[config.mk]
export PLATFORM = sky130hd
export DESIGN_NAME = otf_converter_flat
export DESIGN_NICKNAME = d
export VERILOG_FILES = /design/src/rtl/online_pkg.sv /design/src/rtl/otf_converter_if.sv /design/src/rtl/otf_update.sv /design/src/rtl/otf_converter.sv /design/src/flat_wrapper.sv
export SDC_FILE = /design/constraint.sdc
export NUM_CORES = 1
export LEC_CHECK = 0
export BUFFER_PORTS_ARGS = -buffer_cell sky130_fd_sc_hd__buf_2
export CORE_MARGIN = 1.5
export CORE_UTILIZATION = 51
export DETAILED_ROUTE_END_ITERATION = 6
export GPL_TIMING_DRIVEN = 0
export PLACE_DENSITY = 0.81
export SYNTH_ARGS = -nofsm -noshare
export SYNTH_HDL_FRONTEND = slang
export SYNTH_SLANG_ARGS = --single-unit
export TNS_END_PERCENT = 50
[constraint.sdc]
create_clock -name clk -period 1.5 [get_ports clk]
set_input_delay 0.075 -clock clk [delete_from_list [all_inputs] [get_ports clk]]
set_output_delay 0.075 -clock clk [all_outputs]
set_load 0.005 [all_outputs]
[src/rtl/online_pkg.sv]
// Shared definitions for the online-arithmetic blocks: word-length helper,
// borrow-save digit encodings and the on-the-fly converter state encoding.
package online_pkg;

  // Online word length in radix-2 digit positions for a given stage count.
  function automatic int wl_of(input int stage);
    return 2 * stage;
  endfunction

  // Borrow-save digit {p,n}; 2'b00 and 2'b11 both mean zero.
  localparam logic [1:0] DIG_POS = 2'b10;
  localparam logic [1:0] DIG_NEG = 2'b01;

  typedef enum logic {
    ACCUM = 1'b0,
    DONE  = 1'b1
  } otf_state_t;

endpackage

[src/rtl/otf_converter_if.sv]
// Digit-stream input and completed-word output handshakes of the converter.
interface otf_converter_if #(
  parameter int Stage = 6
);
  import online_pkg::*;

  localparam int WL = wl_of(Stage);

  logic          din_valid;
  logic          din_ready;
  logic [1:0]    din;
  logic          dout_valid;
  logic          dout_ready;
  logic [WL:0]   dout;

  // master: digit producer and word consumer; slave: the converter.
  modport master (
    output din_valid, din, dout_ready,
    input  din_ready, dout_valid, dout
  );

  modport slave (
    input  din_valid, din, dout_ready,
    output din_ready, dout_valid, dout
  );

endinterface

[src/rtl/otf_update.sv]
// Combinational on-the-fly conversion step: next Q/QM from the current pair
// and one signed digit, truncated to W bits.
module otf_update
  import online_pkg::*;
#(
  parameter int W = 13
) (
  input  logic [W-1:0] q,
  input  logic [W-1:0] qm,
  input  logic [1:0]   digit,
  output logic [W-1:0] q_next,
  output logic [W-1:0] qm_next
);

  logic [W-1:0] q_sh;
  logic [W-1:0] qm_sh;

  assign q_sh  = q << 1;
  assign qm_sh = qm << 1;

  always_comb begin
    // Zero digit (either encoding) is the default.
    q_next  = q_sh;
    qm_next = qm_sh | W'(1);
    case (digit)
      DIG_POS: begin
        q_next  = q_sh | W'(1);
        qm_next = q_sh;
      end
      DIG_NEG: begin
        q_next  = qm_sh | W'(1);
        qm_next = qm_sh;
      end
      default: ;
    endcase
  end

endmodule

[src/rtl/otf_converter.sv]
// On-the-fly converter: assembles an MSD-first redundant digit stream into a
// two's-complement word, presenting it with a valid/ready handshake.
module otf_converter
  import online_pkg::*;
#(
  parameter int Stage = 6
) (
  input  logic             clk,
  input  logic             rst,
  input  logic             flush,
  otf_converter_if.slave   bus,
  output logic             busy
);

  localparam int WL = wl_of(Stage);
  localparam int CW = $clog2(WL);
  localparam logic [CW-1:0] LAST_CNT = CW'(WL - 1);

  otf_state_t     state_reg;
  logic [WL:0]    q_reg;
  logic [WL:0]    qm_reg;
  logic [WL:0]    q_next;
  logic [WL:0]    qm_next;
  logic [WL:0]    dout_reg;
  logic [CW-1:0]  cnt_reg;
  logic           din_ready_reg;
  logic           dout_valid_reg;

  otf_update #(
    .W (WL + 1)
  ) u_update (
    .q       (q_reg),
    .qm      (qm_reg),
    .digit   (bus.din),
    .q_next  (q_next),
    .qm_next (qm_next)
  );

  always_ff @(posedge clk or posedge rst) begin
    if (rst) begin
      state_reg      <= ACCUM;
      q_reg          <= '0;
      qm_reg         <= '1;
      cnt_reg        <= '0;
      dout_reg       <= '0;
      din_ready_reg  <= 1'b1;
      dout_valid_reg <= 1'b0;
    end else if (flush) begin
      // Abort wins over any digit transfer or output handshake this cycle.
      state_reg      <= ACCUM;
      q_reg          <= '0;
      qm_reg         <= '1;
      cnt_reg        <= '0;
      din_ready_reg  <= 1'b1;
      dout_valid_reg <= 1'b0;
    end else begin
      case (state_reg)
        ACCUM: begin
          if (bus.din_valid) begin
            q_reg  <= q_next;
            qm_reg <= qm_next;
            if (cnt_reg == LAST_CNT) begin
              state_reg      <= DONE;
              dout_reg       <= q_next;
              cnt_reg        <= '0;
              din_ready_reg  <= 1'b0;
              dout_valid_reg <= 1'b1;
            end else begin
              cnt_reg <= cnt_reg + CW'(1);
            end
          end
        end
        DONE: begin
          if (bus.dout_ready) begin
            state_reg      <= ACCUM;
            q_reg          <= '0;
            qm_reg         <= '1;
            cnt_reg        <= '0;
            din_ready_reg  <= 1'b1;
            dout_valid_reg <= 1'b0;
          end
        end
        default: state_reg <= ACCUM;
      endcase
    end
  end

  assign bus.din_ready  = din_ready_reg;
  assign bus.dout_valid = dout_valid_reg;
  assign bus.dout       = dout_reg;
  // Digits accepted only in ACCUM, so a nonzero count there means mid-word.
  assign busy = din_ready_reg && (cnt_reg != '0);

endmodule

[src/flat_wrapper.sv]
// flat-port wrapper written by rule: the top's interface ports become plain ports
module otf_converter_flat import online_pkg::*;
#(
  parameter int Stage = 6
)
  (clk, rst, flush, busy, bus_din_valid, bus_din, bus_dout_ready, bus_din_ready, bus_dout_valid, bus_dout);
  otf_converter_if #(.Stage(Stage)) bus_i ();
  input  logic clk;
  input  logic rst;
  input  logic flush;
  output logic busy;
  input wire logic [$bits(bus_i.din_valid)-1:0] bus_din_valid;
  input wire logic [$bits(bus_i.din)-1:0] bus_din;
  input wire logic [$bits(bus_i.dout_ready)-1:0] bus_dout_ready;
  output wire logic [$bits(bus_i.din_ready)-1:0] bus_din_ready;
  output wire logic [$bits(bus_i.dout_valid)-1:0] bus_dout_valid;
  output wire logic [$bits(bus_i.dout)-1:0] bus_dout;
  assign bus_i.din_valid = bus_din_valid;
  assign bus_i.din = bus_din;
  assign bus_i.dout_ready = bus_dout_ready;
  assign bus_din_ready = bus_i.din_ready;
  assign bus_dout_valid = bus_i.dout_valid;
  assign bus_dout = bus_i.dout;
  otf_converter #(.Stage(Stage)) u_core (.clk(clk), .rst(rst), .flush(flush), .bus(bus_i), .busy(busy));
endmodule
==> results of run 1 <==
==> area by class of cell <==
cell class	count	area share
clock buffer	6	0.0297
timing repair buffer	32	0.0788
tap	48	0.0246
clock inverter	2	0.00512
buffer	15	0.0409
sequential	44	0.457
multi-input combinational	134	0.355
inverter	6	0.00921
==> per-layer routing <==
layer	part of all wire	wire [um]	up-vias	GRT usage
met1	0.43	1970	849	0.296
met5	0	0	-	0
met4	0.017	76	0	0.107
met3	0.059	270	7	0.0582
li1	-	-	800	-
met2	0.50	2270	61	0.349
==> logic make-up after synthesis <==
group	Yosys count	share of synthesized area
compound gates	72	0.241
simple gates	57	0.120
flops	44	0.560
buf+inv	22	0.0477
fa+ha+maj	4	0.0251
mux	1	0.00565
==> worst max-delay path: stages, from the launching register on <==
cell and delay (ps):
dfrtp_1 380, buf_6 130, or2_0 180, buf_2 150, or4_1 520, nand3_1 100
==> power breakdown <==
| part | internal, W | leakage (nW) | switching (W) |
|---|---|---|---|
| logic | 0.000124 | 0.492 | 0.000193 |
| registers | 0.00128 | 0.564 | 0.0000535 |
| clock network | 0.000326 | 0.0412 | 0.000410 |
==> stage by stage <==
stage | hold slack (ps) | TNS, ps | setup WS, ps | total power (W)
2_1_floorplan | 180 | 0 | 62.2 | 0.00153
5_1_grt | 68.3 | -410 | -92.9 | 0.00249
6_report | 46.6 | -23.0 | -23.0 | 0.00239
3_5_place_dp | 318 | -7860 | -317 | 0.00162
4_1_cts | 44.9 | -18.5 | -18.5 | 0.00236
3_3_place_gp | 342 | -10320 | -319 | 0.00161
==> placed cells by master (no fill, tap or decap), types with 5 or more instances in the layout <==
cell type / instances
dfrtp_1: 31
nand2_1: 28
buf_2: 26
nor2_1: 17
o21ai_0: 13
a21oi_1: 13
dfstp_2: 13
a22oi_1: 12
o31ai_1: 7
buf_6: 6
a221oi_2: 6
buf_4: 6
clkbuf_1: 5
inv_1: 5
clkbuf_8: 5
==> timing repair <==
item                                    4_1_cts  5_1_grt
hold buffers                                  1        0
buffers inserted                              6        2
cloned                                        0        1
pin swaps                                     1        3
endpoints found under the setup margin       38       34
hold endpoints to repair                     27        0
resized for setup                            12       30
==> worst max-delay path by stage <==
stage / cells after the start / endpoint / slack [ps]
after floorplan: 6 / u_core.bus.dout[2] / 60
after global placement: 7 / u_core.q_reg[3] / -320
after detailed placement: 7 / u_core.q_reg[3] / -320
after CTS: 5 / u_core.cnt_reg[3] / -20
after global routing: 5 / u_core.cnt_reg[3] / -90
final: 5 / u_core.cnt_reg[3] / -20
==> summary.txt, run 1 <==
Timing
  • Fin crit period: 1520 ps
  • Max_slew headroom: 0.406
  • Slew Limit Fails: 0
  • F_max: about 660 MHz
  • Hold Violations, Final: 0
  • Setup violators final: 1
  • Setup ws final: -23.0 ps
  • Fin crit share: 1.02
  • Clk_skew: ~15 ps
  • RSZ-0062 raised after global routing: true
  • Slew @ Worst Pin: around 890 ps

Yosys
  • Yosys reg bits: 44
  • Ys flop type: dfrtp_1
  • Cell with the most instances after synthesis: dfrtp_1
  • Ys async rst share: 1.00
  • Sequential area share after synthesis: 0.560
  • Cells after Synth: 200
  • Mapped Avg Cell Area: 9.97 um2
  • Synth warn: 0
  • Synth top area share: 0.389
  • Area contributors post-synth: dfrtp_1 (39%), dfstp_2 (17%), nand2_1 (5.3%)
  • Number of synthesized flops with an enable pin: 0
  • Post-synth top cells: dfrtp_1 (31), nand2_1 (28), nor2_1 (17), o21ai_0 (16)
  • Syn_nets: 211
  • Synth Cell Area: between 0.0015 and 0.002 mm2
  • Distinct cells, synth: 28
  • Area leader, netlist: dfrtp_1

Detailed routing
  • First-pass iteration count of the detailed router: 4
  • WL per Instance: around 16 um
  • First DRT Iteration DRCs: 162
  • Post-route ant nets: 0
  • Vias per inst: between 5 and 6
  • Routed WL: ~4600 um
  • Drc violations: 0
  • Via count: approximately 1700

Min path
  • Worst Hold Class: input pin to flop
  • Hold path endpoint: u_core.bus.din_ready
  • Worst hold start: bus_dout_ready
  • Worst Hold Depth: 3

Final layout
  • Multi-input logic area: between 800 and 900 um2
  • ANT cells: 0
  • Layout cells sized above 1: 0.343
  • Largest register FFs: 13
  • Design Area, Final: around 0.0024 mm2
  • Non-Filler Instances: between 200 and 300
  • Post-layout util: 0.658
  • Layout overhead on the synthesized area: 22.6%
  • Fill count: between 200 and 300
  • Final nets: roughly 250
  • Register area: 0.00112 mm2

Clock tree
  • CTS tree: yes
  • Num CTS Buffers: 5
  • Clock buffer depth: 2
  • Clk Tree Root Cell: clkbuf_8
  • H-tree depth: 2
  • Worst skew pair latency: 310 ps
  • Clock Pin Slew Worst Setup and Hold Paths: roughly 80 ps
  • Sink Count: 44

Worst setup path
  • CP endpoint kind: flop
  • FF-to-FF End: u_core.cnt_reg[3]
  • Kind of critical path: flop to flop
  • Worst EP required: 1740 ps
  • FF-to-FF path depth: 5
  • R2r setup slk: -20 ps
  • Startpoint type of the worst setup path: flop
  • CP arrival: 1760 ps
  • Crit Path Max Fanout: 7
  • Start of the worst register-to-register path: u_core.state_reg
  • Worst Setup SP: u_core.state_reg

Pwr
  • Peak supply drop: between 0.0006 and 0.0007 V
  • Pwr per Cell Area: ~980 mW/mm2
  • Leak: approximately 1.1 nW

Place
  • DP HPWL: around 2900 um
  • Input/output buffers: 22
  • Placed Cells: 270
  • Area after DPL: about 0.0022 mm2
  • RD Place Congestion: between 0.8 and 0.9

Global route
  • Pin count of the biggest net entering global routing: 45
  • First-pass GRT wire length: between 7000 and 8000 um
  • Total grt overflow: 0
  • Vias in the first global route: about 1600
  • Total GRT Usage: 0.226
  • Initial antenna violation count: 0

Die
  • Die Y: about 66 um
  • Die Wd: between 60 and 70 um
  • Die area: around 0.0043 mm2
  • Row cnt: 22
  • # IOs: 23
  • Core area: 0.00372 mm2
  • Effective utilization at floorplan: 0.537

Run
  • Max Cap Viol: 0

Status
  • Status: finished with violations
  • Failing checks: setup timing
(Power assumes the default switching activity.)
==> inputs of run 2 (changes only) <==
Settings changed: GPL_TIMING_DRIVEN 0 to not set.
==> summary.txt, run 2 (synthesis gave the netlist of run 1 again) <==
Status
  • Status: completed (was finished with violations)

Clock tree
  • CTS tree: yes (unchanged)
  • Clk Tree Root Cell: clkbuf_8 (unchanged)
  • Worst skew pair latency: 310 ps (about the same)
  • Sink Count: 44 (unchanged)
  • Clock Pin Slew Worst Setup and Hold Paths: 90 ps (was 80 ps)
  • H-tree depth: 2 (unchanged)
  • Clock buffer depth: 2 (unchanged)
  • Num CTS Buffers: 5 (unchanged)

Global route
  • Pin count of the biggest net entering global routing: 45 (unchanged)
  • Total GRT Usage: 0.222 (was 0.226)
  • Total grt overflow: 0 (unchanged)
  • First-pass GRT wire length: 7270 um (was 7220 um)
  • Initial antenna violation count: 0 (unchanged)
  • Vias in the first global route: 1592 (was 1569)

Worst setup path
  • R2r setup slk: 70 ps (was -20 ps)
  • CP cell instances: ha_1 -> nor2b_4 -> nand4_1 -> buf_4 -> mux2_2 (was buf_6 -> or2_0 -> buf_2 -> or4_1 -> nand3_1)
  • Worst EP required: 1700 ps (was 1740 ps)
  • FF-to-FF End: u_core.bus.dout[1] (was u_core.cnt_reg[3])
  • CP endpoint kind: flop (unchanged)
  • Slowest cell on crit path: dfrtp_1 (was or4_1)
  • Startpoint type of the worst setup path: flop (unchanged)
  • Worst Setup SP: u_core.cnt_reg[0] (was u_core.state_reg)
  • Start of the worst register-to-register path: u_core.cnt_reg[0] (was u_core.state_reg)
  • Critical path's top delay family: flip-flops (was simple AND/OR/NAND/NOR gates)
  • CP arrival: 1630 ps (was 1760 ps)
  • FF-to-FF path depth: 5 (unchanged)
  • Kind of critical path: flop to flop (unchanged)
  • Crit Path Max Fanout: 3 (was 7)
  • Largest stage delay on the critical path: 400 ps (was 520 ps)
  • Buffers & Inverters on Critical Path: 1 (was 2)

Detailed routing
  • First DRT Iteration DRCs: 158 (was 162)
  • WL per Instance: 15.4 um (was 16.0 um)
  • Post-route ant nets: 0 (unchanged)
  • Via count: 1634 (was 1717)
  • Drc violations: 0 (unchanged)
  • First-pass iteration count of the detailed router: 5 (was 4)
  • Vias per inst: 5.79 (was 5.98)
  • Routed WL: 4350 um (was 4590 um)

Pwr
  • Leak: 1.10 nW (about the same)
  • Peak supply drop: 0.000550 V (was 0.000637 V)
  • Clock network power share: 0.364 (was 0.308)
  • Switching Share: 0.259 (was 0.275)
  • Pint: 0.00192 W (was 0.00173 W)
  • Pwr per Cell Area: 1070 mW/mm2 (was 976 mW/mm2)
  • Psw: 0.000668 W (was 0.000657 W)
  • Combinational share of power: 0.121 (was 0.133)
  • Flop pwr share: 0.515 (was 0.559)
  • Power, Total: 0.00258 W (was 0.00239 W)

Timing
  • F_max: 698 MHz (was 657 MHz)
  • Hold Violations, Final: 0 (unchanged)
  • Slew @ Worst Pin: 533 ps (was 890 ps)
  • Max_slew headroom: 0.645 (was 0.406)
  • Setup violators final: 0 (was 1)
  • Clk_skew: 10.2 ps (was 15.2 ps)
  • Fin crit period: 1430 ps (was 1520 ps)
  • RSZ-0062 raised after global routing: false (was true)
  • Worst hold slack: 33.1 ps (was 46.6 ps)
  • Slew Limit Fails: 0 (unchanged)
  • Fin Setup TNS: 0 ps (was -23.0 ps)
  • Fin crit share: 0.955 (was 1.02)

Run
  • Max Cap Viol: 0 (unchanged)

Die
  • # IOs: 23 (unchanged)
  • Die Wd: 65.5 um (unchanged)
  • Effective utilization at floorplan: 0.537 (unchanged)
  • Die area: 0.00429 mm2 (unchanged)
  • Core area: 0.00372 mm2 (unchanged)
  • Row cnt: 22 (unchanged)
  • Die Y: 65.5 um (unchanged)

Final layout
  • Largest register FFs: 13 (unchanged)
  • Final nets: 244 (was 249)
  • Layout cells sized above 1: 0.303 (was 0.343)
  • Non-Filler Instances: 282 (was 287)
  • ANT cells: 0 (unchanged)
  • Most frequent cells in the layout: dfrtp_1 (30), nand2_1 (28), buf_2 (22) (was dfrtp_1 (31), nand2_1 (28), buf_2 (26))
  • Post-layout util: 0.651 (was 0.658)
  • Layout overhead on the synthesized area: 21.3% (was 22.6%)
  • Commonest non-fill, non-tap cell in the layout: dfrtp_1 (unchanged)

Place
  • Placed Cells: 271 (was 270)
  • DP HPWL: 2870 um (was 2880 um)
  • Input/output buffers: 22 (unchanged)
  • RD Place Congestion: 0.815 (was 0.813)

Min path
  • Worst hold start: flush (was bus_dout_ready)
  • Hold path endpoint: u_core.bus.din_ready (unchanged)
  • Worst Hold Depth: 3 (unchanged)
  • Worst Hold Class: input pin to flop (unchanged)
run 2: cell types whose count changed in the layout (fill, tap and decap cells not counted), moves of 5 or more:
cell      change
clkbuf_1      -5
buf_4        +10
buf_6         -6
a221oi_1      +6
a221oi_2      -6
run 2: worst max path at each step:
stage	endpoint	slack, ps	cells after the start
detailed placement	u_core.bus.dout[5]	9	7
global placement	u_core.bus.dout[5]	50	7
finish	u_core.bus.dout[1]	70	5
floorplan	u_core.bus.dout[2]	60	6
CTS	u_core.bus.dout[9]	50	6
global route	u_core.bus.dout[10]	7	7
run 2: cell type report:
| cell class | instances | area (um2) |
|---|---|---|
| clock inverters | 3 | 46.3 |
| multi-input cells | 134 | 797 |
| repair buffers | 42 | 305 |
| fillers | 306 | 1300 |
| inverters | 6 | 22.5 |
| flip-flops and latches | 44 | 1120 |
| well taps | 48 | 60.1 |
| clock buffers | 5 | 68.8 |
run 2: metrics by stage:
stage | worst slack (ps) | area [um2]
6_report | 68.1 | 2420
5_1_grt | 7.50 | 2420
4_1_cts | 47.0 | 2370
3_5_place_dp | 9.11 | 2240
3_3_place_gp | 50.7 | 2240
2_1_floorplan | 62.2 | 1990
run 2: tightest hold or removal path, cell delays in order:
cell     delay (ps)
buf_2           110
a21oi_2          60
nand2_1          60
run 2: power by group through the flow:
stage	Combinational [W]	Clock, W	Sequential (W)
after CTS	0.000311	0.000953	0.00133
final	0.000312	0.000940	0.00133
after global placement	0.000297	0	0.00135
after floorplan	0.000196	0	0.00134
after global routing	0.000348	0.00101	0.00134
after detailed placement	0.000305	0	0.00135
run 2: per-layer routing:
metal,vias up,share of wire,global-route usage
met5,-,0,0
met4,0,0.013,0.0625
met3,8,0.055,0.0634
met2,44,0.49,0.383
met1,800,0.44,0.269
li1,782,-,-
run 2: timing repair:
item	4_1_cts	5_1_grt
buffers inserted	0	1
setup endpoints to repair	0	27
endpoints found under the hold margin	31	0
gates resized for setup	0	7
hold buffers	1	0
